### config.mk
export PLATFORM = sky130hd
export DESIGN_NAME = event_sync_bank
export DESIGN_NICKNAME = d
export VERILOG_FILES = /design/src/rtl/event_sync_bank.sv
export SDC_FILE = /design/constraint.sdc
export NUM_CORES = 1
export LEC_CHECK = 0
export ABC_AREA = 1
export BUFFER_PORTS_ARGS = -buffer_cell sky130_fd_sc_hd__buf_2
export CAP_MARGIN = 20
export CORE_MARGIN = 2
export CORE_UTILIZATION = 53
export DETAILED_ROUTE_END_ITERATION = 7
export GPL_TIMING_DRIVEN = 0
export PLACE_DENSITY_LB_ADDON = 0.12
export SLEW_MARGIN = 30
export SYNTH_ARGS = -nofsm -noshare
export SYNTH_HDL_FRONTEND = slang
export SYNTH_SLANG_ARGS = --single-unit
### constraint.sdc
create_clock -name clk -period 3.55 [get_ports clk]
set_input_delay 0.71 -clock clk [delete_from_list [all_inputs] [get_ports clk]]
set_output_delay 0.71 -clock clk [all_outputs]
set_load 0.005 [all_outputs]
### src/rtl/event_sync_bank.sv
// event_sync_bank: per-channel synchroniser bank turning foreign-domain
// toggles/levels into one-clk strobes with sticky pending/overflow flags.
// Ports: clk, rst (sync, active-high); async_in, ack, clr_ovf (inputs);
// pulse_out, pending, overflow, any_pending, first_idx, miss_cnt (outputs).
module event_sync_bank #(
    parameter int CHANNELS    = 4,
    parameter int SYNC_STAGES = 3,
    parameter int EDGE_MODE   = 0,
    parameter int CNT_W       = 8,
    localparam int IDX_W = (CHANNELS > 1) ? $clog2(CHANNELS) : 1
) (
    input  logic                clk,
    input  logic                rst,
    input  logic [CHANNELS-1:0] async_in,
    input  logic [CHANNELS-1:0] ack,
    input  logic                clr_ovf,
    output logic [CHANNELS-1:0] pulse_out,
    output logic [CHANNELS-1:0] pending,
    output logic [CHANNELS-1:0] overflow,
    output logic                any_pending,
    output logic [IDX_W-1:0]    first_idx,
    output logic [CNT_W-1:0]    miss_cnt
);

    localparam int SUM_W = CNT_W + 6;
    localparam logic [2:0] WARM_INIT = 3'(SYNC_STAGES + 1);
    localparam logic [CNT_W-1:0] MISS_MAX = '1;

    logic [SYNC_STAGES-1:0] syncQ [CHANNELS];
    logic [CHANNELS-1:0]    histQ;
    logic [CHANNELS-1:0]    syncLast;
    logic [CHANNELS-1:0]    rawEvt;
    logic [CHANNELS-1:0]    evt;
    logic [CHANNELS-1:0]    lost;
    logic [2:0]             warmCnt;
    logic                   warmDone;
    logic [SUM_W-1:0]       lostCnt;
    logic [SUM_W-1:0]       missSum;
    logic [CNT_W-1:0]       missNext;

    // Synchroniser chains, edge history and warm-up counter. The warm-up
    // window covers the chain depth plus the history flop, so whatever
    // level is present at reset release never looks like an edge.
    always_ff @(posedge clk) begin
        if (rst) begin
            for (int i = 0; i < CHANNELS; i++) begin
                syncQ[i] <= '0;
            end
            histQ   <= '0;
            warmCnt <= WARM_INIT;
        end else begin
            for (int i = 0; i < CHANNELS; i++) begin
                syncQ[i] <= {syncQ[i][SYNC_STAGES-2:0], async_in[i]};
            end
            histQ <= syncLast;
            if (warmCnt != 3'd0) begin
                warmCnt <= warmCnt - 3'd1;
            end
        end
    end

    always_comb begin
        for (int i = 0; i < CHANNELS; i++) begin
            syncLast[i] = syncQ[i][SYNC_STAGES-1];
        end
    end

    generate
        if (EDGE_MODE == 0) begin : gAny
            assign rawEvt = syncLast ^ histQ;
        end else if (EDGE_MODE == 1) begin : gRise
            assign rawEvt = syncLast & ~histQ;
        end else begin : gFall
            assign rawEvt = ~syncLast & histQ;
        end
    endgenerate

    assign warmDone = (warmCnt == 3'd0);
    assign evt      = warmDone ? rawEvt : '0;
    // An ack in the same cycle as an event absorbs the older event,
    // so only an un-acked pending flag turns a new event into a loss.
    assign lost     = evt & pending & ~ack;

    // Saturating miss counter; clr_ovf zeroes the base, not the
    // increment, so losses in the clearing cycle are still counted.
    always_comb begin
        lostCnt = '0;
        for (int i = 0; i < CHANNELS; i++) begin
            lostCnt = lostCnt + SUM_W'(lost[i]);
        end
        missSum = (clr_ovf ? '0 : SUM_W'(miss_cnt)) + lostCnt;
        if (missSum > SUM_W'(MISS_MAX)) begin
            missNext = MISS_MAX;
        end else begin
            missNext = missSum[CNT_W-1:0];
        end
    end

    always_ff @(posedge clk) begin
        if (rst) begin
            pulse_out <= '0;
            pending   <= '0;
            overflow  <= '0;
            miss_cnt  <= '0;
        end else begin
            pulse_out <= evt;
            pending   <= evt | (pending & ~ack);
            overflow  <= (clr_ovf ? '0 : overflow) | lost;
            miss_cnt  <= missNext;
        end
    end

    assign any_pending = |pending;

    // Scan downwards so the lowest set index is the last one written.
    always_comb begin
        first_idx = '0;
        for (int i = CHANNELS - 1; i >= 0; i--) begin
            if (pending[i]) begin
                first_idx = IDX_W'(i);
            end
        end
    end

endmodule

### After elaboration in Yosys (flattened, before gate mapping)

Memory sizes are Yosys's and may differ from the RTL's.
Cells that the tools add are included.

* flip-flop bits (word level): 27
* memory bits (writable): 12
* output and inout port bits: 23
* logic and storage cells: 42
* memories: 1

Memory list
* syncQ: words 4, width 3, read ports 4, clocked after Yosys merged registers in 0, wr ports 4, line 29 `logic [SYNC_STAGES-1:0] syncQ [CHANNELS];`

* add/sub/neg operators: 5
* order comparisons: 1
* muxes and demuxes: 15
* bitwise operators: 11
* reductions and logical operators: 3

Operator list (count)
* $mux W8: 2
* $and A4 B4 Y4: 3
* $mux W3: 4
* $add A8 B4 Y9: 1
* $gt A9 B8 Y1 const B: 1
* $mux W2: 4
* $mux W4: 2
* $or A4 B4 Y4: 2
* $add A3 B1 Y4: 1
* $not A4 Y4: 1
* $or A1 B1 Y1: 4
* $reduce_or A4 Y1: 1
* $xor A4 B4 Y4: 1
* $add A2 B1 Y3: 1
* $logic_not A3 Y1: 1
* $mux W1: 3
* $reduce_bool A3 Y1: 1
* $sub A3 B1 Y3 const B: 1
* $add A1 B1 Y2: 1

### Logic depth before layout (Yosys ltp)

An unclocked memory read counts as a cell.

* depth in word-level cells: 11
* mapped depth: 16
* depth with buffers taken out: 16

### Worst setup path before layout

No wires, ideal clock.

* path type: flip-flop to flip-flop
* start point: register warmCnt[0]
* end point: register miss_cnt[5]
* setup time: 0.109 ns
* data arrival time: 2.856 ns
* data required time: 3.441 ns
* path slack: 0.585 ns
* cell stages (with the launch flop): 16
* clock period less this slack: 2.965 ns
* cell sequence: dfxtp_1 > inv_1 > ha_1 > nand2_1 > clkinv_1 > nand4_1 > inv_1 > fa_1 > fa_1 > fa_1 > inv_1 > nor2_4 > nand2_2 > nand3_1 > nand2_1 > inv_1

* word-level cells in the longest chain between the ends: 10

RTL lines
* from (decl): line 35 `logic [2:0] warmCnt;`
* from (signal assigned): line 57 `warmCnt <= warmCnt - 3'd1;`
* $logic_not A3 Y1 *: line 78 `assign warmDone = (warmCnt == 3'd0);`
* $mux W4 *: line 79 `assign evt = warmDone ? rawEvt : '0;`
* $and A4 B4 Y4 * (2 in a row): line 82 `assign lost = evt & pending & ~ack;`
* $add A1 B1 Y2: line 89 `lostCnt = lostCnt + SUM_W'(lost[i]);`
* $add A2 B1 Y3: line 89
* $add A3 B1 Y4 *: line 89
* $add A8 B4 Y9 *: line 91 `missSum = (clr_ovf ? '0 : SUM_W'(miss_cnt)) + lostCnt;`
* $gt A9 B8 Y1: line 92 `if (missSum > SUM_W'(MISS_MAX)) begin`
* $mux W8 *: line 92
* to (signal assigned): line 109 `miss_cnt <= missNext;`
* to (decl): line 22 `output logic [CNT_W-1:0] miss_cnt`

Every way passes the cells marked *; elsewhere a longest branch is shown, timed or not.
A chain may end at the register's enable or synchronous reset.

### Worst setup path in the final report

Same ends and word-level chain as after synthesis.

==> metrics.cfg <==
[worst_setup_path]
crit_top_cell = inv_1
r2r-start = warmCnt[0]
r2r_setup_slack_ns = 0.26
required_ns = 3.80
r2r_cells = 15
r2r_end = miss_cnt[5]
worstPathMaxFanout = 9
cp_num_buf_inv = 5
crit_arrival_ns = 3.53
cp_slowest_stage_delay_ns = 0.50
path_cells = inv_1, ha_1, nand2_1, clkinv_1, nand4_1, inv_1, fa_1, fa_1, fa_1, inv_1, nor2_4, nand2_2, nand3_1, nand2_1, inv_1
cp-end-kind = register
cp_top_family = adder cells
crit_type = reg2reg
start_kind = register
crit_slowest_cell = fa_1

[sta]
rsz0062_at_grt = false
slew_headroom_pct = 70.9
slew_violations = 0
hold_viol = 0
fin_worst_hold_slack_ns = 0.411
clock.fmax_mhz = 304
totalNegativeSetupSlack_ns = 0
finClkSkew_ns = 0.00988
tightest_slew_ns = 0.436
setup_violations = 0
min_period_over_period_pct = 92.6
fin_crit_ns = 3.29

[cells_and_area]
nFillCells = 260
drive_above_1_share_pct = 20.6
nNetsFinal = 254
n_antenna_cell = 0
layout.cells.non_filler = 269
ff_latch_area_um2 = 781
syn_to_final_growth_pct = 16.3
multiInputGateArea_um2 = 626

[drt]
viasPerCell = 4.84
wire_per_inst_um = 10.2
vias = 1303
ant_nets = 0
wl_mm = 2.74
dr.pass1.iters = 6
drc_errors = 4
drt-initial-drc-count = 42

[grt]
grt_usage_pct = 18.1
grt_pass1_wl_mm = 4.74
grt_pass1_vias = 1173
antenna_found_initial = 0
grt_start_max_net_pins = 15
overflow = 0

[min_path]
hold_end = syncQ[0][2]
hp-class = reg2reg
min_path_cells = 2
worstHoldStart = syncQ[0][1]

[place]
numPortBuffers = 32
dp_hpwl_mm = 2.13
dp_cells = 261
routabilityCongestion = 0.818

[clocking]
htree_levels = 2
clkSlewWorstSetupHoldPaths_ns = 0.12
clkLatencyLatePin_ns = 0.34
cts.hold.buffers_added = 0
post_cts_resize_count = 0
clock-root-buffer = clkbuf_4
cts_sinks = 39
cts_max_path_buffers = 2
postCtsSetupBuffers = 0
cts_tree = yes
cts_buffers = 5

[synth]
synthTopCellsByCount = 40 x inv_1, 39 x dfxtp_1, 30 x nand2_1, 29 x nor2_1, 18 x a21oi_1
yosysWarnings = 0
ys_types = 25
syn_area_um2 = 1600
synth_top_area_cell = dfxtp_1
synth_top_area_share_pct = 48.9
synth_area_leaders = dfxtp_1 49%, inv_1 9.4%, nand2_1 7.0%
synth-edff-count = 0
synth_top_flop_cell = dfxtp_1
postSynthAreaPerCell_um2 = 8.07
synth-async-reset-ratio_pct = 0
seq_area_frac_synth_pct = 48.9
synthCells = 198
ys_ff_latch = 39
synth_most_common_cell = inv_1
syn_nets = 215

[die]
ios = 34
die_x_um = 58.9
die_h_um = 58.9
initial_core_util_pct = 57.0
die-area_um2 = 3470
rows = 19
coreArea_um2 = 2810

[power_and_ir_drop]
p_leak_nw = 0.942
power.density_nw_per_um2 = 426
ir_drop_mv = 0.321

[outcome]
status = finished with violations
violations = design-rule violations

[job]
maxCapViolCount = 0

power by group:
group / switching (mW) / internal [mW]
sequential: 0.0118 / 0.460
combinational: 0.0531 / 0.0350
clock: 0.152 / 0.0793
total: 0.217 / 0.574
worst reg2reg max path, stage by stage, from the launching register on:
cell      delay, ns
dfxtp_1        0.36
inv_1          0.07
ha_1           0.19
nand2_1        0.13
clkinv_1       0.24
nand4_1        0.20
inv_1          0.08
fa_1           0.50
fa_1           0.48
fa_1           0.44
inv_1          0.12
nor2_4         0.06
nand2_2        0.15
nand3_1        0.10
nand2_1        0.06
inv_1          0.03
placed cells by master, fill, tap and decap left out, types with 2 or more instances in the layout:
master and count:
nand4_1 4, nand3_1 5, ha_1 3, buf_2 32
xor2_1 5, inv_1 40, nand2_1 30, a21oi_1 18
xnor2_1 3, clkbuf_4 5, fa_1 3, clkinvlp_4 2
clkbuf_1 3, nor2_1 29, o21ai_0 3, dfxtp_1 39
nand3_2 2
state kept, by name, summed over array words and instances, names as in the netlist:
register and flops:
histQ 4, syncQ 12, miss_cnt 8, pulse_out 4, overflow 4, pending 4, warmCnt 3
worst max path at each step:
stage | start | end | slack [ns] | cells past startpoint
2_1_floorplan | warmCnt[0] | miss_cnt[5] | 0.59 | 15
3_3_place_gp | warmCnt[0] | miss_cnt[7] | 0.33 | 15
3_5_place_dp | warmCnt[0] | miss_cnt[7] | 0.26 | 15
4_1_cts | warmCnt[0] | miss_cnt[7] | 0.24 | 15
5_1_grt | warmCnt[0] | miss_cnt[5] | 0.02 | 15
6_report | warmCnt[0] | miss_cnt[5] | 0.26 | 15
layout make-up:
cell class | count | share of cell area (%)
sequential | 39 | 42.0
multi-input combinational | 112 | 33.7
clock inverter | 3 | 1.28
inverter | 42 | 8.48
timing repair buffer | 32 | 8.62
buffer | 5 | 1.82
clock buffer | 5 | 2.02
tap | 31 | 2.09
per-stage QoR:
stage | worst slack, ns | power (mW) | cell area (um^2) | util [%]
3_3_place_gp | 0.327 | 0.564 | 1800 | 64.1
2_1_floorplan | 0.585 | 0.544 | 1600 | -
6_report | 0.264 | 0.791 | 1860 | 66.2
5_1_grt | 0.0168 | 0.837 | 1860 | 66.2
4_1_cts | 0.238 | 0.803 | 1860 | 66.2
3_5_place_dp | 0.257 | 0.571 | 1800 | 64.1
routing by layer:
metal / part of all wire (%) / track usage [%] / vias up
met4: 0.80 / 6.82 / 0
met5: 0 / 0 / -
met2: 48 / 31.9 / 31
li1: - / - / 673
met3: 5.6 / 5.49 / 2
met1: 45 / 20.5 / 597
cells by family (layout without fill, tap and decap cells):
logic type	Yosys count	in the layout	synth area share, %
buffers and inverters	47	87	12.0
AO/OA/AOI/OAI	22	22	7.05
XOR/XNOR	8	8	4.39
AND/OR/NAND/NOR	76	76	21.6
adder cells (fa/ha/maj)	6	6	6.11
flip-flops	39	39	48.9
No activity file was read; power rests on OpenSTA's default activity.
